`config.mk`:
```
export PLATFORM = sky130hd
export DESIGN_NAME = pc_unit
export DESIGN_NICKNAME = d
export VERILOG_FILES = /design/src/rtl/pc_unit.sv
export SDC_FILE = /design/constraint.sdc
export NUM_CORES = 1
export LEC_CHECK = 0
export BUFFER_PORTS_ARGS = -buffer_cell sky130_fd_sc_hd__buf_2
export CAP_MARGIN = 10
export CORE_ASPECT_RATIO = 0.7
export CORE_MARGIN = 5
export CORE_UTILIZATION = 51
export CTS_BUF_LIST = sky130_fd_sc_hd__clkbuf_16
export DETAILED_ROUTE_END_ITERATION = 8
export PLACE_DENSITY = 0.76
export SETUP_SLACK_MARGIN = 0.5
export SLEW_MARGIN = 30
export SYNTH_ARGS = -nofsm -noshare
export SYNTH_HDL_FRONTEND = slang
export SYNTH_SLANG_ARGS = --single-unit
```
`constraint.sdc`:
```
create_clock -name clk -period 2.1 [get_ports clk]
set_input_delay 0.42 -clock clk [delete_from_list [all_inputs] [get_ports clk]]
set_output_delay 0.42 -clock clk [all_outputs]
set_load 0.01 [all_outputs]
```
`src/rtl/pc_unit.sv`:
```
// Program-counter unit: registered PC with increment/branch/jump/call/return
// and a return-address stack that reports full/empty and sticky misuse flags.
module pc_unit #(
    parameter int                ADDR_W      = 5,
    parameter logic [ADDR_W-1:0] RESET_VEC   = '0,
    parameter int                STACK_DEPTH = 4,
    localparam int               CNT_W       = $clog2(STACK_DEPTH + 1)
) (
    input  logic              clk,
    input  logic              rst_n,
    input  logic              stall,
    input  logic [2:0]        op,
    input  logic [ADDR_W-1:0] target,
    input  logic [ADDR_W-1:0] offset,
    output logic [ADDR_W-1:0] pc,
    output logic [CNT_W-1:0]  stack_cnt,
    output logic              stack_empty,
    output logic              stack_full,
    output logic              ovf_err,
    output logic              unf_err
);

    localparam logic [2:0] OP_INC  = 3'd0;
    localparam logic [2:0] OP_BR   = 3'd1;
    localparam logic [2:0] OP_JMP  = 3'd2;
    localparam logic [2:0] OP_CALL = 3'd3;
    localparam logic [2:0] OP_RET  = 3'd4;

    localparam logic [CNT_W-1:0] CNT_FULL = CNT_W'(STACK_DEPTH);

    logic [ADDR_W-1:0] r_pc;
    logic [CNT_W-1:0]  r_stack_cnt;
    logic              r_ovf_err;
    logic              r_unf_err;
    logic [ADDR_W-1:0] r_stack [STACK_DEPTH];

    logic [ADDR_W-1:0] w_pc_inc;
    logic [ADDR_W-1:0] w_pc_nxt;
    logic [ADDR_W-1:0] w_top;
    logic [CNT_W-1:0]  w_cnt_nxt;
    logic              w_push;
    logic              w_ovf_set;
    logic              w_unf_set;
    logic              w_full;
    logic              w_empty;

    assign w_pc_inc = r_pc + ADDR_W'(1);
    assign w_full   = (r_stack_cnt == CNT_FULL);
    assign w_empty  = (r_stack_cnt == CNT_W'(0));

    // Select the top-of-stack entry (slot stack_cnt-1); don't-care when empty.
    always_comb begin
        w_top = '0;
        for (int i = 0; i < STACK_DEPTH; i++) begin
            w_top = (r_stack_cnt == CNT_W'(i + 1)) ? r_stack[i] : w_top;
        end
    end

    // Next-address and stack-control decode; stall overrides every op.
    always_comb begin
        w_pc_nxt  = w_pc_inc;
        w_cnt_nxt = r_stack_cnt;
        w_push    = 1'b0;
        w_ovf_set = 1'b0;
        w_unf_set = 1'b0;
        if (stall) begin
            w_pc_nxt = r_pc;
        end else begin
            case (op)
                OP_INC:  w_pc_nxt = w_pc_inc;
                OP_BR:   w_pc_nxt = r_pc + offset;
                OP_JMP:  w_pc_nxt = target;
                OP_CALL: begin
                    w_pc_nxt = target;
                    if (!w_full) begin
                        w_push    = 1'b1;
                        w_cnt_nxt = r_stack_cnt + CNT_W'(1);
                    end else begin
                        w_ovf_set = 1'b1;
                    end
                end
                OP_RET: begin
                    if (!w_empty) begin
                        w_pc_nxt  = w_top;
                        w_cnt_nxt = r_stack_cnt - CNT_W'(1);
                    end else begin
                        w_pc_nxt  = w_pc_inc;
                        w_unf_set = 1'b1;
                    end
                end
                default: w_pc_nxt = w_pc_inc;
            endcase
        end
    end

    // Architectural state: PC, stack depth and sticky error flags.
    always_ff @(posedge clk or negedge rst_n) begin
        if (!rst_n) begin
            r_pc        <= RESET_VEC;
            r_stack_cnt <= '0;
            r_ovf_err   <= 1'b0;
            r_unf_err   <= 1'b0;
        end else begin
            r_pc        <= w_pc_nxt;
            r_stack_cnt <= w_cnt_nxt;
            r_ovf_err   <= r_ovf_err | w_ovf_set;
            r_unf_err   <= r_unf_err | w_unf_set;
        end
    end

    // Return-address storage; contents are don't-care after reset so no reset term.
    always_ff @(posedge clk) begin
        for (int i = 0; i < STACK_DEPTH; i++) begin
            if (w_push && (r_stack_cnt == CNT_W'(i))) begin
                r_stack[i] <= w_pc_inc;
            end
        end
    end

    assign pc          = r_pc;
    assign stack_cnt   = r_stack_cnt;
    assign stack_empty = w_empty;
    assign stack_full  = w_full;
    assign ovf_err     = r_ovf_err;
    assign unf_err     = r_unf_err;

endmodule

```
==> impl_metrics.toml <==
[placement]
dpl.hpwl_mm = 3.40
place_ws_ps = 172
gp_congestion = 0.887
place_area_sq_um = 2040
portBuffers = 27

[final_layout]
n_antenna_cell = 0
final_cell_mix = "buf_2 (25), buf_4 (24), edfxtp_1 (20)"
multi_input_area_sq_um = 1020
fill_cells = 255
final_area_sq_um = 2520
final_common_cell = "buf_2"
seq_area_sq_um = 856
drive_above_1_share_pct = 43.8
syn2layout_area_growth_pct = 41.1
layout.nets = 244
fin_util_pct = 73.2

[clock_tree]
cts_buffers = 5
tritoncts = "done"
root_buffer = "clkbuf_16"
clock-sinks = 30
htree_levels = 2
cts.path.max_buffers = 2
clock_latency_ps = 270
ctsHoldBuffers = 0
clk_pin_slew_ps = 50

[pwr]
ir_drop_mv = 0.695
total_leakage_power_nw = 1.05
power_density_nw_per_um2 = 1420

[yosys]
avgSynthCellArea_sq_um = 10.9
syn-num-nets = 192
ys_ff_latch = 30
netlist.area_leader.share_pct = 33.6
yosys-top-cells-area = "edfxtp_1 (34%), dfrtp_1 (14%), ha_1 (7.7%), o21ai_0 (4.2%), xnor2_1 (2.9%)"
synth_enable_flop_cells = 20
synth_cell_type_count = 46
async_reset_ff_share_pct = 33.3
syn_area_sq_um = 1790
synth_top_flop_cell = "edfxtp_1"
ys_seq_area_share_pct = 47.6
synth-warning-count = 0
netlist_instances = 164
yosys.area.top_type = "edfxtp_1"

[timing]
fmax_mhz = 551
post-route-min-period_ps = 1820
setup_tns_ps = 0
hold_slack_ps = 13.6
setup_violations = 0
finClkSkew_ps = 6.79
worst_slack_ps = 284
maxSlewViolCount = 0
fin_crit_sh_pct = 86.5
hold_viol = 0
max_slew_margin_pct = 70.6
rsz0062_at_grt = "yes"
tightest_slew_ps = 437

[worst_setup_path]
rrSetupSlack_ps = 280
cp.arrival_ps = 2010
reg2regPathDepth = 7
rr_endpoint = "pc[4]"
critical_path_class = "flip-flop to flip-flop"
worstPathRequired_ps = 2290
max_stage_delay_ps = 490
cp-end-kind = "flip-flop"
crit_family = "simple AND/OR/NAND/NOR gates"
start_kind = "flip-flop"
worstPathMaxFanout = 7
timing.rr.start = "stack_cnt[1]"
cp_cell_sequence = "buf_6, ha_4, nor2b_4, a221oi_1, or4_1, o311ai_1, a2bb2oi_1"
cpMaxStageDelayCell = "or4_1"
critPathBufInv = 1

[global_route]
antenna_found_initial = 0
grt_max_degree = 15
grt_pass1_vias = 1550
grt_usage_pct = 22.8
gr-total-overflow = 0
grt_first_pass_wirelength_mm = 7.94

[min_path]
hold_class = "input pin to async pin"

[floorplan]
die_w_um = 80.7
die_y_um = 59.5
initial_core_util_pct = 51.9
num_io_pins = 28
rows = 18
die_area_sq_um = 4810
core_sq_um = 3450

[route]
viasPerCell = 6.13
drc = 0
dr.pass1.iters = 5
vias = 1636
ant_nets = 0
wl_per_cell_um = 19.4
drtIter0Drc = 196
drt_wl_total_mm = 5.17

[job]
cap_viol_max_count = 0

[outcome]
outcome = "finished clean"
## report_power, final
part,internal [mW],switching (mW),total (mW)
Combinational,0.860,0.899,1.76
Sequential,0.784,0.127,0.911
Clock,0.674,0.241,0.915
Total,2.32,1.27,3.58
## registers in the layout (all words and copies together) (netlist names)
| register | cells |
|---|---|
| ovf_err | 1 |
| pc | 5 |
| r_stack | 20 |
| stack_cnt | 3 |
| unf_err | 1 |
## layer usage
metal / track usage (%) / share of wire (%)
met3: 7.45 / 11
met1: 30.2 / 41
met4: 6.75 / 2.3
met5: 0 / 0
met2: 35.8 / 45
## metrics by stage
stage | cells | total power [mW]
after floorplan | 164 | 1.68
after global placement | 240 | 2.00
after detailed placement | 240 | 2.06
after CTS | 262 | 3.35
after global routing | 267 | 3.75
final | 267 | 3.58
## worst reg2reg max path: stages (launching register included)
cell and delay, ps:
dfrtp_2 440, buf_6 130, ha_4 180, nor2b_4 140, a221oi_1 90, or4_1 490
o311ai_1 90, a2bb2oi_1 170
## what timing repair did
action	in CTS	in global routing
pin swaps	6	6
setup buffers	14	5
setup endpoints to repair	20	14
gates resized for setup	21	13
## cell type report
cell class	instances	share of cell area (%)
Inverter	13	2.13
Clock inverter	3	2.53
Timing Repair Buffer	52	13.4
Clock buffer	5	4.96
Multi-Input combinational cell	114	40.5
Tap cell	50	2.48
Sequential cell	30	33.9
## how the worst max path moves through the flow
stage	from	end	slack (ps)	cells after the start
floorplan	stack_cnt[2]	pc[4]	320	9
global placement	stack_cnt[0]	pc[2]	210	6
detailed placement	stack_cnt[0]	pc[2]	170	6
CTS	stack_cnt[0]	pc[4]	310	7
global route	pc[0]	pc[4]	200	8
finish	stack_cnt[1]	pc[4]	280	7
## Yosys cell counts, drive strengths merged, types with 4 or more instances
| cell | n |
|---|---|
| a21oi | 10 |
| o21ai | 15 |
| dfrtp | 10 |
| clkbuf | 4 |
| nand2b | 5 |
| ha | 11 |
| a221oi | 4 |
| nor2 | 6 |
| xor2 | 4 |
| xnor2 | 6 |
| inv | 13 |
| nand2 | 12 |
| edfxtp | 20 |
## kinds of logic after synthesis
logic type	Yosys count	share of synthesized area [%]
AOI/OAI and AO/OA	55	21.2
muxes	1	0.560
and+or+nand+nor	36	12.2
DFF	30	47.6
adders and majority gates	12	8.82
xor gates and xnor gates	10	4.90
buffers and inverters	20	4.76
Power figures use the tool's default switching activity.
